==> config.mk <==
export PLATFORM = sky130hd
export DESIGN_NAME = sc_host_ctrl_flat
export DESIGN_NICKNAME = d
export VERILOG_FILES = /design/src/rtl/sc_host_ctrl_if.sv /design/src/rtl/sc_host_ctrl.sv /design/src/flat_wrapper.sv
export SDC_FILE = /design/constraint.sdc
export NUM_CORES = 1
export LEC_CHECK = 0
export BUFFER_PORTS_ARGS = -buffer_cell sky130_fd_sc_hd__buf_4
export CAP_MARGIN = 20
export CORE_ASPECT_RATIO = 0.75
export CORE_MARGIN = 2
export CORE_UTILIZATION = 30
export CTS_CLUSTER_DIAMETER = 80
export DETAILED_ROUTE_END_ITERATION = 10
export PLACE_DENSITY = 0.58
export SLEW_MARGIN = 20
export SYNTH_ARGS = -nofsm -noshare
export SYNTH_HDL_FRONTEND = slang
export SYNTH_SLANG_ARGS = --single-unit
==> constraint.sdc <==
create_clock -name clk -period 1.97 [get_ports clk]
set_input_delay 0.394 -clock clk [delete_from_list [all_inputs] [get_ports clk]]
set_output_delay 0.394 -clock clk [all_outputs]
set_load 0.02 [all_outputs]
==> src/rtl/sc_host_ctrl_if.sv <==
// rtl/sc_host_ctrl_if.sv - host request/response bus and counter-array command bus
// host: master = requesting host, slave = sc_host_ctrl; array: master = sc_host_ctrl, slave = counter array

interface sc_host_req_if #(
    parameter int N = 10,
    parameter int W = 64
);
    localparam int IW = $clog2(N);

    logic          req_valid;
    logic          req_ready;
    logic [2:0]    req_op;
    logic [IW-1:0] req_id;
    logic [31:0]   req_size;
    logic [W-1:0]  req_data;
    logic          rsp_valid;
    logic [W-1:0]  rsp_data;
    logic          rsp_err;

    modport master (
        output req_valid, req_op, req_id, req_size, req_data,
        input  req_ready, rsp_valid, rsp_data, rsp_err
    );

    modport slave (
        input  req_valid, req_op, req_id, req_size, req_data,
        output req_ready, rsp_valid, rsp_data, rsp_err
    );
endinterface

interface sc_cnt_array_if #(
    parameter int N = 10,
    parameter int G = 4,
    parameter int W = 64
);
    localparam int IW = $clog2(N);

    logic [2:0]    command_in;
    logic [IW-1:0] id;
    logic [31:0]   new_counter_size;
    logic [W-1:0]  load_data_in;
    logic          valid_load_data;
    logic [IW:0]   allocation_id;
    logic          valid_allocation_id;
    logic [G-1:0]  rdata_out;
    logic          valid_data_out;
    logic          last;

    modport master (
        output command_in, id, new_counter_size, load_data_in, valid_load_data,
        input  allocation_id, valid_allocation_id, rdata_out, valid_data_out, last
    );

    modport slave (
        input  command_in, id, new_counter_size, load_data_in, valid_load_data,
        output allocation_id, valid_allocation_id, rdata_out, valid_data_out, last
    );
endinterface

==> src/rtl/sc_host_ctrl.sv <==
// rtl/sc_host_ctrl.sv - sequences host requests onto the shared counter array
// Optional feature macro: SC_HOST_TIMEOUT_EN bounds WAIT_ALLOC/READ to TIMEOUT idle cycles.

module sc_host_ctrl #(
    parameter int N       = 10,
    parameter int G       = 4,
    parameter int W       = 64,
    parameter int TIMEOUT = 1024
) (
    input  logic           clk,
    input  logic           rst,
    sc_host_req_if.slave   host,
    sc_cnt_array_if.master arr
);
    localparam int BEATS = W / G;
    localparam int CW    = $clog2(BEATS + 1);

    typedef enum logic [2:0] {
        S_IDLE,
        S_ISSUE,
        S_WAIT_ALLOC,
        S_READ,
        S_RESP
    } state_t;

    state_t        state;
    logic [2:0]    op_q;
    logic [CW-1:0] beat_cnt;
    logic          overflow_q;
    logic [W-1:0]  asm_q;
    logic [W-1:0]  asm_next;
    logic          overflow_next;
    logic          req_ok;

`ifdef SC_HOST_TIMEOUT_EN
    localparam int TW = $clog2(TIMEOUT + 1);

    logic [TW-1:0] wait_cnt;
    logic          wait_expired;

    assign wait_expired = (wait_cnt == TW'(TIMEOUT - 1));
`endif

    always_comb begin
        req_ok = 1'b0;
        case (host.req_op)
            3'b001, 3'b010, 3'b011, 3'b100, 3'b101: req_ok = (int'(host.req_id) < N);
            default:                                req_ok = 1'b0;
        endcase
    end

    // beat_cnt saturates at BEATS, so any beat seen there is an overflow and is dropped
    always_comb begin
        asm_next      = asm_q;
        overflow_next = overflow_q || (beat_cnt == CW'(BEATS));
        for (int k = 0; k < BEATS; k++) begin
            if (int'(beat_cnt) == k) begin
                asm_next[k*G +: G] = arr.rdata_out;
            end
        end
    end

    always_ff @(posedge clk or negedge rst) begin
        if (!rst) begin
            state                <= S_IDLE;
            op_q                 <= 3'b000;
            beat_cnt             <= '0;
            overflow_q           <= 1'b0;
            asm_q                <= '0;
            host.req_ready       <= 1'b1;
            host.rsp_valid       <= 1'b0;
            host.rsp_data        <= '0;
            host.rsp_err         <= 1'b0;
            arr.command_in       <= 3'b000;
            arr.id               <= '0;
            arr.new_counter_size <= '0;
            arr.load_data_in     <= '0;
            arr.valid_load_data  <= 1'b0;
`ifdef SC_HOST_TIMEOUT_EN
            wait_cnt             <= '0;
`endif
        end else begin
            case (state)
                S_IDLE: begin
                    if (host.req_valid && host.req_ready) begin
                        host.req_ready <= 1'b0;
                        op_q           <= host.req_op;
                        beat_cnt       <= '0;
                        overflow_q     <= 1'b0;
                        asm_q          <= '0;
`ifdef SC_HOST_TIMEOUT_EN
                        wait_cnt       <= '0;
`endif
                        if (req_ok) begin
                            state                <= S_ISSUE;
                            arr.command_in       <= host.req_op;
                            arr.id               <= host.req_id;
                            arr.new_counter_size <= host.req_size;
                            arr.load_data_in     <= host.req_data;
                            arr.valid_load_data  <= (host.req_op == 3'b100);
                        end else begin
                            state          <= S_RESP;
                            host.rsp_valid <= 1'b1;
                            host.rsp_err   <= 1'b1;
                            host.rsp_data  <= '0;
                        end
                    end
                end

                S_ISSUE: begin
                    arr.new_counter_size <= '0;
                    arr.load_data_in     <= '0;
                    arr.valid_load_data  <= 1'b0;
                    case (op_q)
                        3'b010: begin
                            arr.command_in <= 3'b000;
                            arr.id         <= '0;
                            state          <= S_WAIT_ALLOC;
                        end
                        // a read keeps command_in/id on the bus for the whole stream
                        3'b101: state <= S_READ;
                        default: begin
                            arr.command_in <= 3'b000;
                            arr.id         <= '0;
                            state          <= S_RESP;
                            host.rsp_valid <= 1'b1;
                            host.rsp_err   <= 1'b0;
                            host.rsp_data  <= '0;
                        end
                    endcase
                end

                S_WAIT_ALLOC: begin
                    if (arr.valid_allocation_id) begin
                        state          <= S_RESP;
                        host.rsp_valid <= 1'b1;
                        host.rsp_err   <= 1'b0;
                        host.rsp_data  <= W'(arr.allocation_id);
                    end
`ifdef SC_HOST_TIMEOUT_EN
                    else if (wait_expired) begin
                        state          <= S_RESP;
                        host.rsp_valid <= 1'b1;
                        host.rsp_err   <= 1'b1;
                        host.rsp_data  <= '0;
                    end else begin
                        wait_cnt <= wait_cnt + TW'(1);
                    end
`endif
                end

                S_READ: begin
                    if (arr.valid_data_out) begin
                        asm_q      <= asm_next;
                        overflow_q <= overflow_next;
                        if (beat_cnt != CW'(BEATS)) begin
                            beat_cnt <= beat_cnt + CW'(1);
                        end
`ifdef SC_HOST_TIMEOUT_EN
                        wait_cnt   <= '0;
`endif
                        if (arr.last) begin
                            arr.command_in <= 3'b000;
                            arr.id         <= '0;
                            state          <= S_RESP;
                            host.rsp_valid <= 1'b1;
                            host.rsp_err   <= overflow_next;
                            host.rsp_data  <= asm_next;
                        end
                    end
`ifdef SC_HOST_TIMEOUT_EN
                    else if (wait_expired) begin
                        arr.command_in <= 3'b000;
                        arr.id         <= '0;
                        state          <= S_RESP;
                        host.rsp_valid <= 1'b1;
                        host.rsp_err   <= 1'b1;
                        host.rsp_data  <= asm_q;
                    end else begin
                        wait_cnt <= wait_cnt + TW'(1);
                    end
`endif
                end

                S_RESP: begin
                    state          <= S_IDLE;
                    host.req_ready <= 1'b1;
                    host.rsp_valid <= 1'b0;
                    host.rsp_err   <= 1'b0;
                    host.rsp_data  <= '0;
                end

                default: begin
                    state          <= S_IDLE;
                    host.req_ready <= 1'b1;
                    host.rsp_valid <= 1'b0;
                    arr.command_in <= 3'b000;
                end
            endcase
        end
    end

    if ((W % G) != 0 || TIMEOUT < 1) begin : g_bad_cfg
        $error("sc_host_ctrl: W must be a multiple of G and TIMEOUT must be positive");
    end

endmodule

==> src/flat_wrapper.sv <==
// flat-port wrapper written by rule: the top's interface ports become plain ports
module sc_host_ctrl_flat 
#(
    parameter int N       = 10,
    parameter int G       = 4,
    parameter int W       = 64,
    parameter int TIMEOUT = 1024
)
  (clk, rst, host_req_valid, host_req_op, host_req_id, host_req_size, host_req_data, host_req_ready, host_rsp_valid, host_rsp_data, host_rsp_err, arr_command_in, arr_id, arr_new_counter_size, arr_load_data_in, arr_valid_load_data, arr_allocation_id, arr_valid_allocation_id, arr_rdata_out, arr_valid_data_out, arr_last);
  sc_host_req_if #(.N(N), .W(W)) host_i ();
  sc_cnt_array_if #(.N(N), .G(G), .W(W)) arr_i ();
  input  logic clk;
  input  logic rst;
  input wire logic [$bits(host_i.req_valid)-1:0] host_req_valid;
  input wire logic [$bits(host_i.req_op)-1:0] host_req_op;
  input wire logic [$bits(host_i.req_id)-1:0] host_req_id;
  input wire logic [$bits(host_i.req_size)-1:0] host_req_size;
  input wire logic [$bits(host_i.req_data)-1:0] host_req_data;
  output wire logic [$bits(host_i.req_ready)-1:0] host_req_ready;
  output wire logic [$bits(host_i.rsp_valid)-1:0] host_rsp_valid;
  output wire logic [$bits(host_i.rsp_data)-1:0] host_rsp_data;
  output wire logic [$bits(host_i.rsp_err)-1:0] host_rsp_err;
  output wire logic [$bits(arr_i.command_in)-1:0] arr_command_in;
  output wire logic [$bits(arr_i.id)-1:0] arr_id;
  output wire logic [$bits(arr_i.new_counter_size)-1:0] arr_new_counter_size;
  output wire logic [$bits(arr_i.load_data_in)-1:0] arr_load_data_in;
  output wire logic [$bits(arr_i.valid_load_data)-1:0] arr_valid_load_data;
  input wire logic [$bits(arr_i.allocation_id)-1:0] arr_allocation_id;
  input wire logic [$bits(arr_i.valid_allocation_id)-1:0] arr_valid_allocation_id;
  input wire logic [$bits(arr_i.rdata_out)-1:0] arr_rdata_out;
  input wire logic [$bits(arr_i.valid_data_out)-1:0] arr_valid_data_out;
  input wire logic [$bits(arr_i.last)-1:0] arr_last;
  assign host_i.req_valid = host_req_valid;
  assign host_i.req_op = host_req_op;
  assign host_i.req_id = host_req_id;
  assign host_i.req_size = host_req_size;
  assign host_i.req_data = host_req_data;
  assign host_req_ready = host_i.req_ready;
  assign host_rsp_valid = host_i.rsp_valid;
  assign host_rsp_data = host_i.rsp_data;
  assign host_rsp_err = host_i.rsp_err;
  assign arr_command_in = arr_i.command_in;
  assign arr_id = arr_i.id;
  assign arr_new_counter_size = arr_i.new_counter_size;
  assign arr_load_data_in = arr_i.load_data_in;
  assign arr_valid_load_data = arr_i.valid_load_data;
  assign arr_i.allocation_id = arr_allocation_id;
  assign arr_i.valid_allocation_id = arr_valid_allocation_id;
  assign arr_i.rdata_out = arr_rdata_out;
  assign arr_i.valid_data_out = arr_valid_data_out;
  assign arr_i.last = arr_last;
  sc_host_ctrl #(.N(N), .G(G), .W(W), .TIMEOUT(TIMEOUT)) u_core (.clk(clk), .rst(rst), .host(host_i), .arr(arr_i));
endmodule
; ---- Word-level counts from Yosys, hierarchy flattened
; Index checks and enable logic that the tools add are counted.
[totals]
regBits = 247
input_bits = 118
elab_cells = 152
[op_classes]
add_sub_neg = 1
n_lt_le_gt_ge = 1
n_eq_ne = 37
muxes = 75
bitwise_logic = 2
n_reduce_logical = 22
[ops]
columns = op, n
row1 = two-way mux 64 bit, 10
row2 = case mux 64 bit (5 select lines), 1
row3 = case mux 64 bit (2 select lines), 2
row4 = two-way mux 4 bit, 21
row5 = two-way mux 32 bit, 2
row6 = case mux 32 bit (2 select lines), 1
row7 = "== test 5 bit, second input constant", 9
row8 = two-way mux 3 bit, 10
row9 = case mux 3 bit (4 select lines), 2
row10 = "== test 5 x 4 -> 1 bit, second input constant", 4
row11 = AND reduction 6 bit, 3
row12 = "== test 3 x 2 -> 1 bit, second input constant", 5
row13 = two-way mux 1 bit, 15
row14 = two-way mux 5 bit, 3
row15 = "== test 3 bit, second input constant", 4
row16 = "!= test 2 bit, second input constant", 6
row17 = case mux 4 bit (3 select lines), 1
row18 = "== test 5 x 3 -> 1 bit, second input constant", 2
row19 = case mux 5 bit (2 select lines), 1
row20 = AND reduction 4 bit, 2
row21 = AND reduction 7 bit, 1
row22 = "== test 3 x 1 -> 1 bit, second input constant", 2
row23 = "!= test 2 x 1 -> 1 bit, second input constant", 3
row24 = case mux 1 bit (2 select lines), 3
row25 = other kinds (20), 25

; ---- Depth between registers and ports, before layout
[depth]
depth_word = 6
mapped_depth = 8
mapped_depth_nobuf = 6

; ---- Worst setup path before layout
; OpenSTA, ideal clock, no wires.
[synth_timing]
kind = register -> register
from = register u_core.beat_cnt[3]
to = register u_core.host.rsp_data[60]
setup_ns = 0.125
t_arrival_ns = 1.851
setup_slack_ns = -0.006
stages_incl_launch_ff = 9
n_path_buf = 3
synth_period_minus_slack_ns = 1.976
cell_sequence = dfrtp_1 > buf_2 > buf_2 > and3_1 > ha_1 > buf_1 > mux2i_1 > nor2_1 > mux2_4
[synth_via]
elab_chain_cells = 5
[synth_rtl]
columns = item, line
row1 = from (decl), sc_host_ctrl.sv:28  ; logic [CW-1:0] beat_cnt;
row2 = from (signal assigned), sc_host_ctrl.sv:157  ; beat_cnt <= beat_cnt + CW'(1);
row3 = == test 5 bit, sc_host_ctrl.sv:57  ; if (int'(beat_cnt) == k) begin
row4 = two-way mux 4 bit, sc_host_ctrl.sv:57
row5 = two-way mux 64 bit, sc_host_ctrl.sv:162  ; if (arr.last) begin
row6 = two-way mux 64 bit, sc_host_ctrl.sv:153  ; if (arr.valid_data_out) begin
row7 = case mux 64 bit (5 select lines), sc_host_ctrl.sv:83  ; case (state)
row8 = to (signal assigned), sc_host_ctrl.sv:138  ; host.rsp_data <= W'(arr.allocation_id);
row9 = to (signal assigned), sc_host_ctrl.sv:168  ; host.rsp_data <= asm_next;
row10 = to (decl), sc_host_ctrl_if.sv:27  ; output req_ready, rsp_valid, rsp_data, rsp_err
; No other way between the ends. The select of a mux whose other input is x is not followed.
; A chain may end at the register's enable or synchronous reset.

; ---- Worst setup path after layout
[layout_timing]
from = register u_core.state[1]
to = register u_core.host.rsp_data[32]
[layout_via]
elab_chain_cells = 3
elab_cells_between_ends = 14
[layout_rtl]
columns = item, line
row1 = from (decl), sc_host_ctrl.sv:26  ; state_t state;
row2 = from (signal assigned), sc_host_ctrl.sv:65  ; state <= S_IDLE;
row3 = from (signal assigned), sc_host_ctrl.sv:95  ; state <= S_ISSUE;
row4 = from (signal assigned), sc_host_ctrl.sv:102  ; state <= S_RESP;
row5 = == test 3 bit (tied with other cells), sc_host_ctrl.sv:83
row6 = nonzero test 5 bit (no line) (tied with other cells), -
row7 = AND reduction 7 bit (no line), -
; Several ways; a longest one is shown, not always the timed one.

==> flow_metrics.env <==
export IMPL_status="finished clean"
export IMPL_synth_top_area_share_pct=56.0
export IMPL_critical_path_startpoint="u_core.state[1]$_DFFE_PN0P_"
export IMPL_synthFlopType="dfrtp_1"
export IMPL_setup_viol=0
export IMPL_grt_ovfl_total=0
export IMPL_path_clk_slew_ps=60
export IMPL_drc=0
export IMPL_ioPinCount=289
export IMPL_routed_wl_microns=32400
export IMPL_fillers=3296
export IMPL_layout_area_seq_sq_um=6190
export IMPL_cts_tree="built"
export IMPL_critPathMaxFanout=14
export IMPL_setup_tns_ps=0
export IMPL_post_route_cells_drive_above_1_share_pct=43.1
export IMPL_synthXorXnorAreaFrac_pct=0.0797
export IMPL_ys_types=61
export IMPL_firstDrtPassIters=5
export IMPL_synth_edf_count=0
export IMPL_crit_required_ps=2390
export IMPL_min_period_over_period_pct=98.9
export IMPL_synth_top_family_by_area="compound AO/OA/AOI/OAI gates"
export IMPL_wl_per_cell_microns=19.1
export IMPL_p_leak_nw=7.47
export IMPL_hold_viol_final=0
export IMPL_synth_area_sq_um=11000
export IMPL_core_area_sq_um=36000
export IMPL_layout_cells_non_filler=1697
export IMPL_numCtsBuffers=28
export IMPL_synthArstFlopShare_pct=100
export IMPL_worst_r2r_cell_count=7
export IMPL_rsz0062_at_grt="true"
export IMPL_dpl_hpwl_microns=23100
export IMPL_slew_headroom_pct=62.4
export IMPL_critPathArrivalTime_ps=2370
export IMPL_synthCells=863
export IMPL_endpoint_kind="register"
export IMPL_dpl_cell_area_sq_um=14300
export IMPL_antenna_cells=0
export IMPL_synth_mux_area_share_pct=14.0
export IMPL_cts_buffer_depth=3
export IMPL_hold_class="in2reg"
export IMPL_port_buffers=288
export IMPL_ys_ff_latch=247
export IMPL_r2r_start="u_core.state[1]$_DFFE_PN0P_"
export IMPL_synth_compound_area_share_pct=16.5
export IMPL_start_kind="register"
export IMPL_dieHeight_microns=170
export IMPL_syn_nets=986
export IMPL_synth_simple_gate_area_share_pct=8.58
export IMPL_cap_violations=0
export IMPL_antenna_found_initial=0
export IMPL_detail_route_antenna_nets=0
export IMPL_p_per_area_nw_per_um2=1430
export IMPL_setup_slack_ps=21.3
export IMPL_yosys_area_top_type="dfrtp_1"
export IMPL_yosys_warnings=0
export IMPL_h_tree_depth=1
export IMPL_dieArea_sq_um=38200
export IMPL_ir_drop_v=0.000992
export IMPL_first_global_vias=8533
export IMPL_drt_iter0_markers=647
export IMPL_dp_cells=1638
export IMPL_start_util_pct=30.6
export IMPL_grt_pass1_wl_microns=50000
export IMPL_synth_area_per_cell_sq_um=12.7
export IMPL_fmax_mhz=513
export IMPL_grt_max_degree=77
export IMPL_num_rows=60
export IMPL_area_growth_pct=41.5
export IMPL_ys_top_cells_by_count="246 x dfrtp_1, 105 x a22o_1, 73 x nor2_1"
export IMPL_cts_root_buffer="clkbuf_16"
export IMPL_fin_area_sq_um=15600
export IMPL_seq_area_frac_synth_pct=56.2
export IMPL_fp_dieW_microns=225
export IMPL_synth_most_common_cell="dfrtp_1"
export IMPL_criticalPathCategory="reg2reg"
export IMPL_yosys_top_cells_area="dfrtp_1 56%, a22o_1 8.4%, mux2_4 6.1%"
export IMPL_num_nets_final=1334
export IMPL_synthAdderAreaFrac_pct=0.569
export IMPL_gr_usage_all_layers_pct=16.6
export IMPL_drv_slew=0
export IMPL_vias=8320
export IMPL_clock_sinks=247
export IMPL_worstHoldStart="host_req_size[4]"
export IMPL_multi_input_area_sq_um=4530
export IMPL_period_minus_slack_ps=1950
export IMPL_clock_latency_ps=540
export IMPL_worstMarginPinSlew_ps=564
export IMPL_clock_skew_final_ps=14.5
export IMPL_dp_slack_ps=-90.9
export IMPL_viasPerCell=4.90
export IMPL_hold_depth=2
export IMPL_place_gp_congestion=0.803
-- where the power goes --
part	internal, mW	leakage [nW]	switching [mW]
clock network	3.30	0.467	2.10
registers	6.31	3.37	0.891
logic	4.63	3.63	5.06
-- sequential cells by signal, summed over array words and instances, names as in the netlist --
| name | cells |
|---|---|
| u_core.beat_cnt | 5 |
| u_core.arr.valid_load_data | 1 |
| u_core.host.req_ready | 1 |
| u_core.arr.id | 4 |
| u_core.arr.command_in | 3 |
| u_core.asm_q | 64 |
| u_core.host.rsp_valid | 1 |
| u_core.arr.new_counter_size | 32 |
| u_core.host.rsp_data | 64 |
| u_core.op_q | 3 |
| u_core.host.rsp_err | 1 |
| u_core.arr.load_data_in | 64 |
| u_core.overflow_q | 1 |
| u_core.state | 3 |
-- layout by cell type (no fill, tap or decap), drive strengths merged, types with 5 or more instances in the layout --
| master | instances |
|---|---|
| nor4b | 5 |
| a21oi | 14 |
| nand2 | 48 |
| ha | 5 |
| clkbuf | 43 |
| nor4bb | 10 |
| mux2 | 62 |
| buf | 390 |
| o21ai | 22 |
| inv | 12 |
| a22o | 105 |
| nor2 | 74 |
| o2bb2ai | 60 |
| dfrtp | 246 |
| mux2i | 67 |
-- logic make-up (layout without fill, tap and decap cells) --
| family | Yosys count | in the layout |
|---|---|---|
| simple gates | 171 | 171 |
| compound gates | 224 | 224 |
| flops | 247 | 247 |
| buf+inv | 86 | 455 |
| xor+xnor | 1 | 1 |
| fa+ha+maj | 5 | 5 |
| mux | 129 | 129 |
-- worst paths after layout --
kind | end | slack (ps)
min | u_core.arr.new_counter_size[4]$_DFFE_PN0P_ | 60
max | u_core.host.rsp_data[32]$_DFFE_PN0P_ | 20
min in group asynchronous | u_core.host.rsp_data[35]$_DFFE_PN0P_ | 400
max reg2reg | u_core.host.rsp_data[32]$_DFFE_PN0P_ | 20
max in group asynchronous | u_core.arr.load_data_in[56]$_DFFE_PN0P_ | 870
min reg2reg | u_core.asm_q[40]$_DFFE_PN0P_ | 490
-- per-layer routing --
layer	track usage, %	routed length, microns	part of all wire (%)
met1	23.8	15200	47
met2	24.9	14500	45
met3	4.73	2260	7.0
met4	2.99	486	1.5
met5	0	0	0
-- layout make-up --
cell class | count | share of cell area, %
Clock inverter | 9 | 0.804
Sequential cell | 247 | 39.8
Multi-Input combinational cell | 530 | 29.1
Timing Repair Buffer | 392 | 20.9
Tap cell | 465 | 3.74
Clock buffer | 42 | 5.36
Inverter | 12 | 0.290
-- critical path, cell delays in order (launching register included) --
cell	delay [ps]
dfrtp_2	510
buf_6	170
a211oi_2	190
o21ai_1	130
nand4_1	150
buf_6	180
buf_12	180
mux2_4	310
-- what timing repair did --
item                       4_1_cts  5_1_grt
hold buffers                     1        0
setup buffers                    3        2
hold endpoints to repair        47        0
gates resized for setup          8       38
cloned                           0        2
setup endpoints to repair      162      114
pin swaps                        1        2
-- metrics by stage --
| stage | util [%] | hold WS, ps | power, mW |
|---|---|---|---|
| floorplan | - | 98.4 | 12.4 |
| global placement | 39.8 | 388 | 16.4 |
| detailed placement | 39.8 | 390 | 16.5 |
| CTS | 42.7 | 29.6 | 22.1 |
| global route | 43.3 | 44.8 | 23.4 |
| finish | 43.3 | 65.0 | 22.3 |
No activity file was read; power rests on OpenSTA's default activity.
